### src/rtl/melody_sequencer_if.sv
// Bus bundle between the melody sequencer, its song ROM and the tone generator.
// MELODY_SEQUENCER_TRANSPOSE_EN adds the signed transpose input.
interface melody_sequencer_if #(
    parameter int ADDR_W = 8,
    parameter int DUR_W  = 8,
    parameter int NOTE_W = 8
);
    // start/stop are single-cycle pulses with no handshake: start is taken only
    // in IDLE, stop is taken in any state and wins over start in the same cycle.
    logic                    start;
    logic                    stop;
    logic                    loop_en;
    logic [ADDR_W-1:0]       start_addr;
    logic [ADDR_W-1:0]       rom_addr;
    logic [DUR_W+NOTE_W-1:0] rom_data;
    logic [NOTE_W-1:0]       note;
    logic                    gate;
    logic                    note_strobe;
    logic                    busy;
    logic                    done;
`ifdef MELODY_SEQUENCER_TRANSPOSE_EN
    logic signed [NOTE_W-1:0] transpose;

    modport master (
        input  start, stop, loop_en, start_addr, rom_data, transpose,
        output rom_addr, note, gate, note_strobe, busy, done
    );
    modport slave (
        output start, stop, loop_en, start_addr, rom_data, transpose,
        input  rom_addr, note, gate, note_strobe, busy, done
    );
`else
    modport master (
        input  start, stop, loop_en, start_addr, rom_data,
        output rom_addr, note, gate, note_strobe, busy, done
    );
    modport slave (
        output start, stop, loop_en, start_addr, rom_data,
        input  rom_addr, note, gate, note_strobe, busy, done
    );
`endif
endinterface

### src/rtl/melody_sequencer.sv
// Autonomous melody player: walks a {duration, note} ROM and times each note.
// Optional macro MELODY_SEQUENCER_TRANSPOSE_EN enables saturating transposition.
module melody_sequencer #(
    parameter int ADDR_W   = 8,
    parameter int DUR_W    = 8,
    parameter int NOTE_W   = 8,
    parameter int TICK_DIV = 12500000,
    parameter int GAP_CYC  = 1
) (
    input  logic               clk,
    input  logic               rst,
    melody_sequencer_if.master bus,
    output logic [1:0]         dbg_state_o
);
    localparam int TICK_W = $clog2(TICK_DIV);
    localparam logic [TICK_W-1:0] TICK_LAST = TICK_W'(TICK_DIV - 1);
    localparam logic [TICK_W-1:0] GAP_START = TICK_W'(TICK_DIV - 1 - GAP_CYC);

    typedef enum logic [1:0] {
        ST_IDLE  = 2'd0,
        ST_FETCH = 2'd1,
        ST_LOAD  = 2'd2,
        ST_PLAY  = 2'd3
    } state_e;

    state_e              state_q;
    logic [ADDR_W-1:0]   rom_addr_q;
    logic [NOTE_W-1:0]   note_q;
    logic                gate_q;
    logic                strobe_q;
    logic                done_q;
    logic                first_q;
    logic [TICK_W-1:0]   tick_q;
    logic [DUR_W-1:0]    dur_q;

    logic [DUR_W-1:0]    rom_dur;
    logic [NOTE_W-1:0]   rom_note;
    logic [NOTE_W-1:0]   note_d;
    logic                last_unit;

    assign rom_dur   = bus.rom_data[DUR_W+NOTE_W-1:NOTE_W];
    assign rom_note  = bus.rom_data[NOTE_W-1:0];
    assign last_unit = (dur_q == DUR_W'(1));

`ifdef MELODY_SEQUENCER_TRANSPOSE_EN
    localparam logic signed [NOTE_W+1:0] SUM_MIN = (NOTE_W+2)'(1);
    localparam logic signed [NOTE_W+1:0] SUM_MAX = (NOTE_W+2)'((1 << NOTE_W) - 1);
    logic signed [NOTE_W+1:0] note_sum;

    // Two guard bits keep the signed sum exact before clamping to [1, max].
    assign note_sum = $signed({2'b00, rom_note})
                    + $signed({{2{bus.transpose[NOTE_W-1]}}, bus.transpose});

    always_comb begin
        note_d = rom_note;
        if (rom_note != '0) begin
            if (note_sum < SUM_MIN)      note_d = NOTE_W'(1);
            else if (note_sum > SUM_MAX) note_d = '1;
            else                         note_d = note_sum[NOTE_W-1:0];
        end
    end
`else
    assign note_d = rom_note;
`endif

    always_ff @(posedge clk) begin
        if (rst) begin
            state_q    <= ST_IDLE;
            rom_addr_q <= '0;
            note_q     <= '0;
            gate_q     <= 1'b0;
            strobe_q   <= 1'b0;
            done_q     <= 1'b0;
            first_q    <= 1'b0;
            tick_q     <= '0;
            dur_q      <= '0;
        end else begin
            strobe_q <= 1'b0;
            done_q   <= 1'b0;
            if (bus.stop) begin
                state_q <= ST_IDLE;
                gate_q  <= 1'b0;
                note_q  <= '0;
            end else begin
                case (state_q)
                    ST_IDLE: begin
                        if (bus.start) begin
                            rom_addr_q <= bus.start_addr;
                            first_q    <= 1'b1;
                            state_q    <= ST_FETCH;
                        end
                    end
                    ST_FETCH: begin
                        gate_q  <= 1'b0;
                        state_q <= ST_LOAD;
                    end
                    ST_LOAD: begin
                        if (rom_dur == '0) begin
                            // A marker on the very first entry never loops.
                            if (bus.loop_en && !first_q) begin
                                rom_addr_q <= bus.start_addr;
                                state_q    <= ST_FETCH;
                            end else begin
                                done_q  <= 1'b1;
                                note_q  <= '0;
                                state_q <= ST_IDLE;
                            end
                        end else begin
                            note_q   <= note_d;
                            gate_q   <= (rom_note != '0);
                            strobe_q <= 1'b1;
                            tick_q   <= '0;
                            dur_q    <= rom_dur;
                            first_q  <= 1'b0;
                            state_q  <= ST_PLAY;
                        end
                    end
                    ST_PLAY: begin
                        if (last_unit && tick_q >= GAP_START) gate_q <= 1'b0;
                        if (tick_q == TICK_LAST) begin
                            tick_q <= '0;
                            dur_q  <= dur_q - DUR_W'(1);
                            if (last_unit) begin
                                rom_addr_q <= rom_addr_q + ADDR_W'(1);
                                state_q    <= ST_FETCH;
                            end
                        end else begin
                            tick_q <= tick_q + TICK_W'(1);
                        end
                    end
                    default: state_q <= ST_IDLE;
                endcase
            end
        end
    end

    assign bus.rom_addr    = rom_addr_q;
    assign bus.note        = note_q;
    assign bus.gate        = gate_q;
    assign bus.note_strobe = strobe_q;
    assign bus.done        = done_q;
    assign bus.busy        = (state_q != ST_IDLE);
    assign dbg_state_o     = state_q;
endmodule
### src/flat_wrapper.sv
// flat-port wrapper written by rule: the top's interface ports become plain ports
module melody_sequencer_flat 
#(
    parameter int ADDR_W   = 8,
    parameter int DUR_W    = 8,
    parameter int NOTE_W   = 8,
    parameter int TICK_DIV = 12500000,
    parameter int GAP_CYC  = 1
)
  (clk, rst, dbg_state_o, bus_start, bus_stop, bus_loop_en, bus_start_addr, bus_rom_data, bus_rom_addr, bus_note, bus_gate, bus_note_strobe, bus_busy, bus_done);
  melody_sequencer_if #(.ADDR_W(ADDR_W), .DUR_W(DUR_W), .NOTE_W(NOTE_W)) bus_i ();
  input  logic clk;
  input  logic rst;
  output logic [1:0] dbg_state_o;
  input wire logic [$bits(bus_i.start)-1:0] bus_start;
  input wire logic [$bits(bus_i.stop)-1:0] bus_stop;
  input wire logic [$bits(bus_i.loop_en)-1:0] bus_loop_en;
  input wire logic [$bits(bus_i.start_addr)-1:0] bus_start_addr;
  input wire logic [$bits(bus_i.rom_data)-1:0] bus_rom_data;
  output wire logic [$bits(bus_i.rom_addr)-1:0] bus_rom_addr;
  output wire logic [$bits(bus_i.note)-1:0] bus_note;
  output wire logic [$bits(bus_i.gate)-1:0] bus_gate;
  output wire logic [$bits(bus_i.note_strobe)-1:0] bus_note_strobe;
  output wire logic [$bits(bus_i.busy)-1:0] bus_busy;
  output wire logic [$bits(bus_i.done)-1:0] bus_done;
  assign bus_i.start = bus_start;
  assign bus_i.stop = bus_stop;
  assign bus_i.loop_en = bus_loop_en;
  assign bus_i.start_addr = bus_start_addr;
  assign bus_i.rom_data = bus_rom_data;
  assign bus_rom_addr = bus_i.rom_addr;
  assign bus_note = bus_i.note;
  assign bus_gate = bus_i.gate;
  assign bus_note_strobe = bus_i.note_strobe;
  assign bus_busy = bus_i.busy;
  assign bus_done = bus_i.done;
  melody_sequencer #(.ADDR_W(ADDR_W), .DUR_W(DUR_W), .NOTE_W(NOTE_W), .TICK_DIV(TICK_DIV), .GAP_CYC(GAP_CYC)) u_core (.clk(clk), .rst(rst), .bus(bus_i), .dbg_state_o(dbg_state_o));
endmodule
### config.mk
export PLATFORM = sky130hd
export DESIGN_NAME = melody_sequencer_flat
export DESIGN_NICKNAME = d
export VERILOG_FILES = /design/src/rtl/melody_sequencer_if.sv /design/src/rtl/melody_sequencer.sv /design/src/flat_wrapper.sv
export SDC_FILE = /design/constraint.sdc
export NUM_CORES = 1
export LEC_CHECK = 0
export BUFFER_PORTS_ARGS = -buffer_cell sky130_fd_sc_hd__buf_4
export CAP_MARGIN = 0
export CORE_MARGIN = 2
export CORE_UTILIZATION = 40
export DETAILED_ROUTE_END_ITERATION = 8
export GPL_ROUTABILITY_DRIVEN = 1
export GPL_TIMING_DRIVEN = 0
export HOLD_SLACK_MARGIN = 0.08
export MAX_ROUTING_LAYER = met4
export PLACE_DENSITY = 0.66
export SETUP_SLACK_MARGIN = 0.05
export SLEW_MARGIN = 25
export SYNTH_ARGS = -nofsm -noshare
export SYNTH_HDL_FRONTEND = slang
export SYNTH_SLANG_ARGS = --single-unit
### constraint.sdc
create_clock -name clk -period 2.2 [get_ports clk]
set_input_delay 0 -clock clk [delete_from_list [all_inputs] [get_ports clk]]
set_output_delay 0 -clock clk [all_outputs]
set_load 0.005 [all_outputs]
# After elaboration in Yosys (flattened, before gate mapping)
# Cells that the tools add are included.
# word_totals
reg_bits,54
out_inout_bits,22
inputBits,29
# classes
addsub,3
magnitude_cmp,1
n_eq_ne,13
muxes,28
reduce_logical,21
bitwise_logic,3
# ops
operator,n
$mux 8,9
$mux 24,2
$pmux 24 s2,1
$add 24x1->24 const B,1
$eq 24x24->1 const B,1
$ge 24x24->1 const B,1
$pmux 8 s3,1
$pmux 8 s2,1
$ne 2x1->1 const B,5
$reduce_and 3->1,3
$add 8x1->8 const B,1
$eq 8x1->1 const B,1
$logic_not 8->1,1
$mux 2,4
$pmux 2 s4,1
$reduce_and 4->1,2
$reduce_bool 8->1,1
$sub 8x1->8 const B,1
$mux 1,7
$reduce_and 7->1,1
$ne 2x2->1 const B,3
$reduce_bool 2->1,3
$reduce_bool 3->1,2
$eq 2x2->1 const B,2
11 further kinds,14

# Depth between registers and ports, before layout
# logic_depth
depth_word,5
depth_mapped,9

# Worst setup path before layout
# OpenSTA, ideal clock, no wires.
# synth_path
path_kind,register to register
from,"register u_core.state_q[0], in the netlist u_core.dbg_state_o[0]"
to,"register u_core.rom_addr_q[2], in the netlist u_core.bus.rom_addr[2]"
setup_ns,0.074
path_buffers,1
synth_period_minus_slack_ns,2.210
arrival_ns,2.136
stages_incl_launch_ff,9
setup_slack_ns,-0.010
required_ns,2.126
cell_sequence,dfxtp_1 > inv_1 > ha_1 > nor2b_1 > or3_1 > clkbuf_1 > or4_1 > mux2_2 > a31oi_1
# synth_via
elab_chain_len,3
# synth_rtl
item,line_no,rtl
from (decl),melody_sequencer.sv:26,state_e state_q;
from (signal assigned),melody_sequencer.sv:68,state_q <= ST_IDLE;
from (signal assigned),melody_sequencer.sv:81,state_q <= ST_IDLE;
from (signal assigned),melody_sequencer.sv:90,state_q <= ST_FETCH;
$eq 2x2->1 or $logic_not 2->1 (tied branches),melody_sequencer.sv:85,case (state_q)
$ne 2x1->1 (no line) (tied with other cells),-,
$reduce_and 7->1 (no line),-,
to (signal assigned),melody_sequencer.sv:88,rom_addr_q <= bus.start_addr;
to (signal assigned),melody_sequencer.sv:101,rom_addr_q <= bus.start_addr;
to (signal assigned),melody_sequencer.sv:124,rom_addr_q <= rom_addr_q + ADDR_W'(1);
to (decl),melody_sequencer.sv:27,logic [ADDR_W-1:0] rom_addr_q;
# Several ways; a longest one is shown, not always the timed one.
# A chain may end at the register's enable or synchronous reset.

# Worst setup path in the final report
# layout_path
from,"register u_core.state_q[1], in the netlist u_core.dbg_state_o[1]"
to,"register u_core.rom_addr_q[2], in the netlist u_core.bus.rom_addr[2]"
# The elaborated chain is that of the path after synthesis.

==> results.sh <==
export IMPL_run_status="complete, no violations"
export IMPL_yosys_area_share_simple_pct=28.5
export IMPL_clockBufferDepth=2
export IMPL_grt_max_degree=18
export IMPL_maxCapViolCount=0
export IMPL_rows=31
export IMPL_rr_worst_depth=7
export IMPL_final_core_util_pct=55.4
export IMPL_startpoint_type="flip-flop"
export IMPL_synth_xor_area_share_pct=4.91
export IMPL_worstHoldEndpoint="u_core.dbg_state_o[0]"
export IMPL_power_leakage_nw=1.51
export IMPL_fin_nets=498
export IMPL_grt_usage_pct=21.3
export IMPL_synth_top_family_by_area="simple AND/OR/NAND/NOR gates"
export IMPL_core_sq_um=7290
export IMPL_cts_tree="yes"
export IMPL_syn_nets=419
export IMPL_drt_pass1_iterations=4
export IMPL_critPathCaptureType="flip-flop"
export IMPL_tightestPinTransition_ns=0.884
export IMPL_fmax_mhz=482
export IMPL_setup_viol=0
export IMPL_async_reset_ff_share_pct=0
export IMPL_syn2layout_area_growth_pct=33.1
export IMPL_htree_levels=2
export IMPL_period_needed_ns=2.07
export IMPL_pin_count=51
export IMPL_skew_ns=0.00806
export IMPL_grt_overflow_total=0
export IMPL_wl_per_cell_um=15.6
export IMPL_finalHoldViolations=0
export IMPL_worstSetupPathType="flip-flop to flip-flop"
export IMPL_arrival_ns=2.32
export IMPL_n_antenna_cell=0
export IMPL_synth_avg_cell_area_sq_um=7.98
export IMPL_synth_adder_area_share_pct=4.12
export IMPL_io_buffer_count=50
export IMPL_nFillCells=701
export IMPL_drtIter0Drc=162
export IMPL_syn_area_sq_um=3030
export IMPL_fin_hold_ws_ns=0.0911
export IMPL_wirelength_um=8700
export IMPL_r2r_start="u_core.dbg_state_o[1]"
export IMPL_grt_pass1_vias=3017
export IMPL_num_vias=3185
export IMPL_synth_compound_area_share_pct=20.5
export IMPL_antenna_found_initial=0
export IMPL_fin_ws_ns=0.126
export IMPL_total_power_mw=1.79
export IMPL_reg2reg_slack_ns=0.13
export IMPL_die_x_um=91.1
export IMPL_rsz0062_at_grt="true"
export IMPL_crit_path_max_fanout=8
export IMPL_die_h_um=91.1
export IMPL_ir_worst_vdd_mv=0.267
export IMPL_maxSlewHeadroom_pct=40.6
export IMPL_ant_nets=0
export IMPL_drc=0
export IMPL_synth_distinct_cells=54
export IMPL_ys_flop_type="dfxtp_1"
export IMPL_die_area_sq_um=8300
export IMPL_fin_crit_sh_pct=94.3
export IMPL_synth_seq_cells=54
export IMPL_root_buffer="clkbuf_8"
export IMPL_cp_required_ns=2.45
export IMPL_viasPerCell=5.70
export IMPL_synth_seq_area_share_pct=35.6
export IMPL_min_path_type="primary input to flip-flop"
export IMPL_pre_cts_slack_ns=-0.624
export IMPL_start_util_pct=41.6
export IMPL_hold_start="rst"
export IMPL_yosys_mux_area_fraction_pct=2.02
export IMPL_layout_drive_gt1_share_pct=23.0
export IMPL_regToRegEndpoint="u_core.bus.rom_addr[2]"
export IMPL_cts_buffers=5
export IMPL_place_hpwl_um=6000
export IMPL_fin_setup_tns_ns=0
export IMPL_synth_edff_count=0
export IMPL_clock_sinks=54
export IMPL_grt_first_pass_wirelength_um=14300
export IMPL_path_clk_slew_ns=0.10
export IMPL_drv_slew=0
export IMPL_synthCells=380
export IMPL_globalplace_congestion=0.846
export IMPL_hold_path_depth=4
export IMPL_p_per_area_nw_per_um2=442
export IMPL_worstSkewPairLatency_ns=0.32
export IMPL_synth_warnings=0
[synth_stat cells (2+ instances only)]
cell,instances,share of area [%]
o31a_2,2,0.66
xnor2_1,14,4.0
and3_1,8,1.6
nor2_1,51,6.3
nor4b_1,2,0.58
o211a_1,2,0.66
a311o_1,2,0.66
a21oi_1,20,3.3
o31a_1,2,0.58
a31oi_1,12,2.5
mux2i_1,5,1.6
o221ai_1,2,0.58
nor3_1,19,3.1
inv_1,14,1.7
nor2b_1,3,0.62
o311ai_0,4,1.2
a211oi_1,3,0.74
a21o_1,2,0.49
or4_4,2,0.74
nand3_1,20,3.3
o31ai_1,7,1.7
dfxtp_1,54,36
or2_2,3,0.62
buf_1,3,0.37
o211ai_1,2,0.49
o32ai_1,2,0.58
nand2_1,28,3.5
or3_2,2,0.49
clkbuf_1,15,1.9
or3_1,2,0.41
a22oi_1,2,0.49
nand4_1,12,2.5
nand2b_1,2,0.41
xor2_1,3,0.87
o21ai_0,7,1.2
or4_1,2,0.49
a22o_1,9,2.6
ha_1,10,4.1
nor4_1,11,2.3
[logic make-up (layout without fill, tap and decap cells)]
family                     count (synthesis)  count (layout)
adders and majority gates                 10              10
AOI/OAI and AO/OA                         88              88
buffers and inverters                     33             113
xor gates and xnor gates                  17              17
muxes                                      6               6
and+or+nand+nor                          172             172
DFF                                       54              54
[through the flow]
step,instance area (sq um),std cells
after detailed placement,3540,529
after CTS,3950,560
after global placement,3540,529
after global routing,4040,559
after floorplan,3040,380
final,4040,559
[flip-flops by register name (all words and copies together) (netlist names)]
name / cells
u_core.bus.done: 1
u_core.bus.gate: 1
u_core.bus.note: 8
u_core.bus.note_strobe: 1
u_core.bus.rom_addr: 8
u_core.dbg_state_o: 2
u_core.dur_q: 8
u_core.first_q: 1
u_core.tick_q: 24
[worst max-delay path, cell delays in order, from the launching register on]
cell and delay, ns:
dfxtp_4 0.39, inv_2 0.06, ha_2 0.18, nor2b_2 0.17, or3_4 0.39, or4_1 0.41, mux2_2 0.27, a31oi_1 0.15
[cell usage in the layout (no fill, tap or decap), drive strengths merged, types with 10 or more instances in the layout]
cell and count:
nand2 28, nor4 12, dfxtp 54, clkbuf 16
dlygate4sd3 22, nor2 51, a21oi 20, ha 10
buf 58, nor3 19, nand4 12, inv 14
a31oi 12, nand3 20, xnor2 14
[worst max path at each step]
stage	slack (ns)	start	cells after the start	to
2_1_floorplan	0.05	u_core.dbg_state_o[0]	8	u_core.bus.rom_addr[2]
3_3_place_gp	-0.60	u_core.tick_q[17]	6	u_core.tick_q[18]
3_5_place_dp	-0.62	u_core.tick_q[17]	6	u_core.tick_q[18]
4_1_cts	0.03	u_core.dbg_state_o[0]	8	u_core.tick_q[13]
5_1_grt	0.02	u_core.dbg_state_o[1]	6	u_core.dur_q[7]
6_report	0.13	u_core.dbg_state_o[1]	7	u_core.bus.rom_addr[2]
[layout make-up]
class                           count  area (sq um)  area share (%)
Timing Repair Buffer               76           626            15.5
Tap cell                           99           124            3.07
Clock inverter                      3          21.3           0.527
Sequential cell                    54          1090            27.0
Buffer                             15          77.6            1.92
Clock buffer                        5          68.8            1.70
Inverter                           14          52.6            1.30
Multi-Input combinational cell    293          1980            49.0
[power by group]
part | internal (mW) | leakage, nW | switching, mW
combinational | 0.113 | 1.03 | 0.0974
sequential | 0.988 | 0.438 | 0.0156
clock | 0.225 | 0.0441 | 0.347
[what timing repair did]
action,4_1_cts,5_1_grt
hold buffers,22,0
setup buffers,3,1
gates cloned,0,0
pin swaps,1,3
endpoints found under the setup margin,42,36
resized for setup,24,24
endpoints found under the hold margin,22,0
[layer usage]
layer | global-route usage [%] | part of all wire (%) | vias up
met2 | 34.0 | 48 | 107
li1 | - | - | 1561
met1 | 27.3 | 45 | 1504
met3 | 3.57 | 5.8 | 13
met5 | - | 0 | -
met4 | 7.45 | 1.6 | 0
Note: power is estimated with default switching activity, not from simulation.
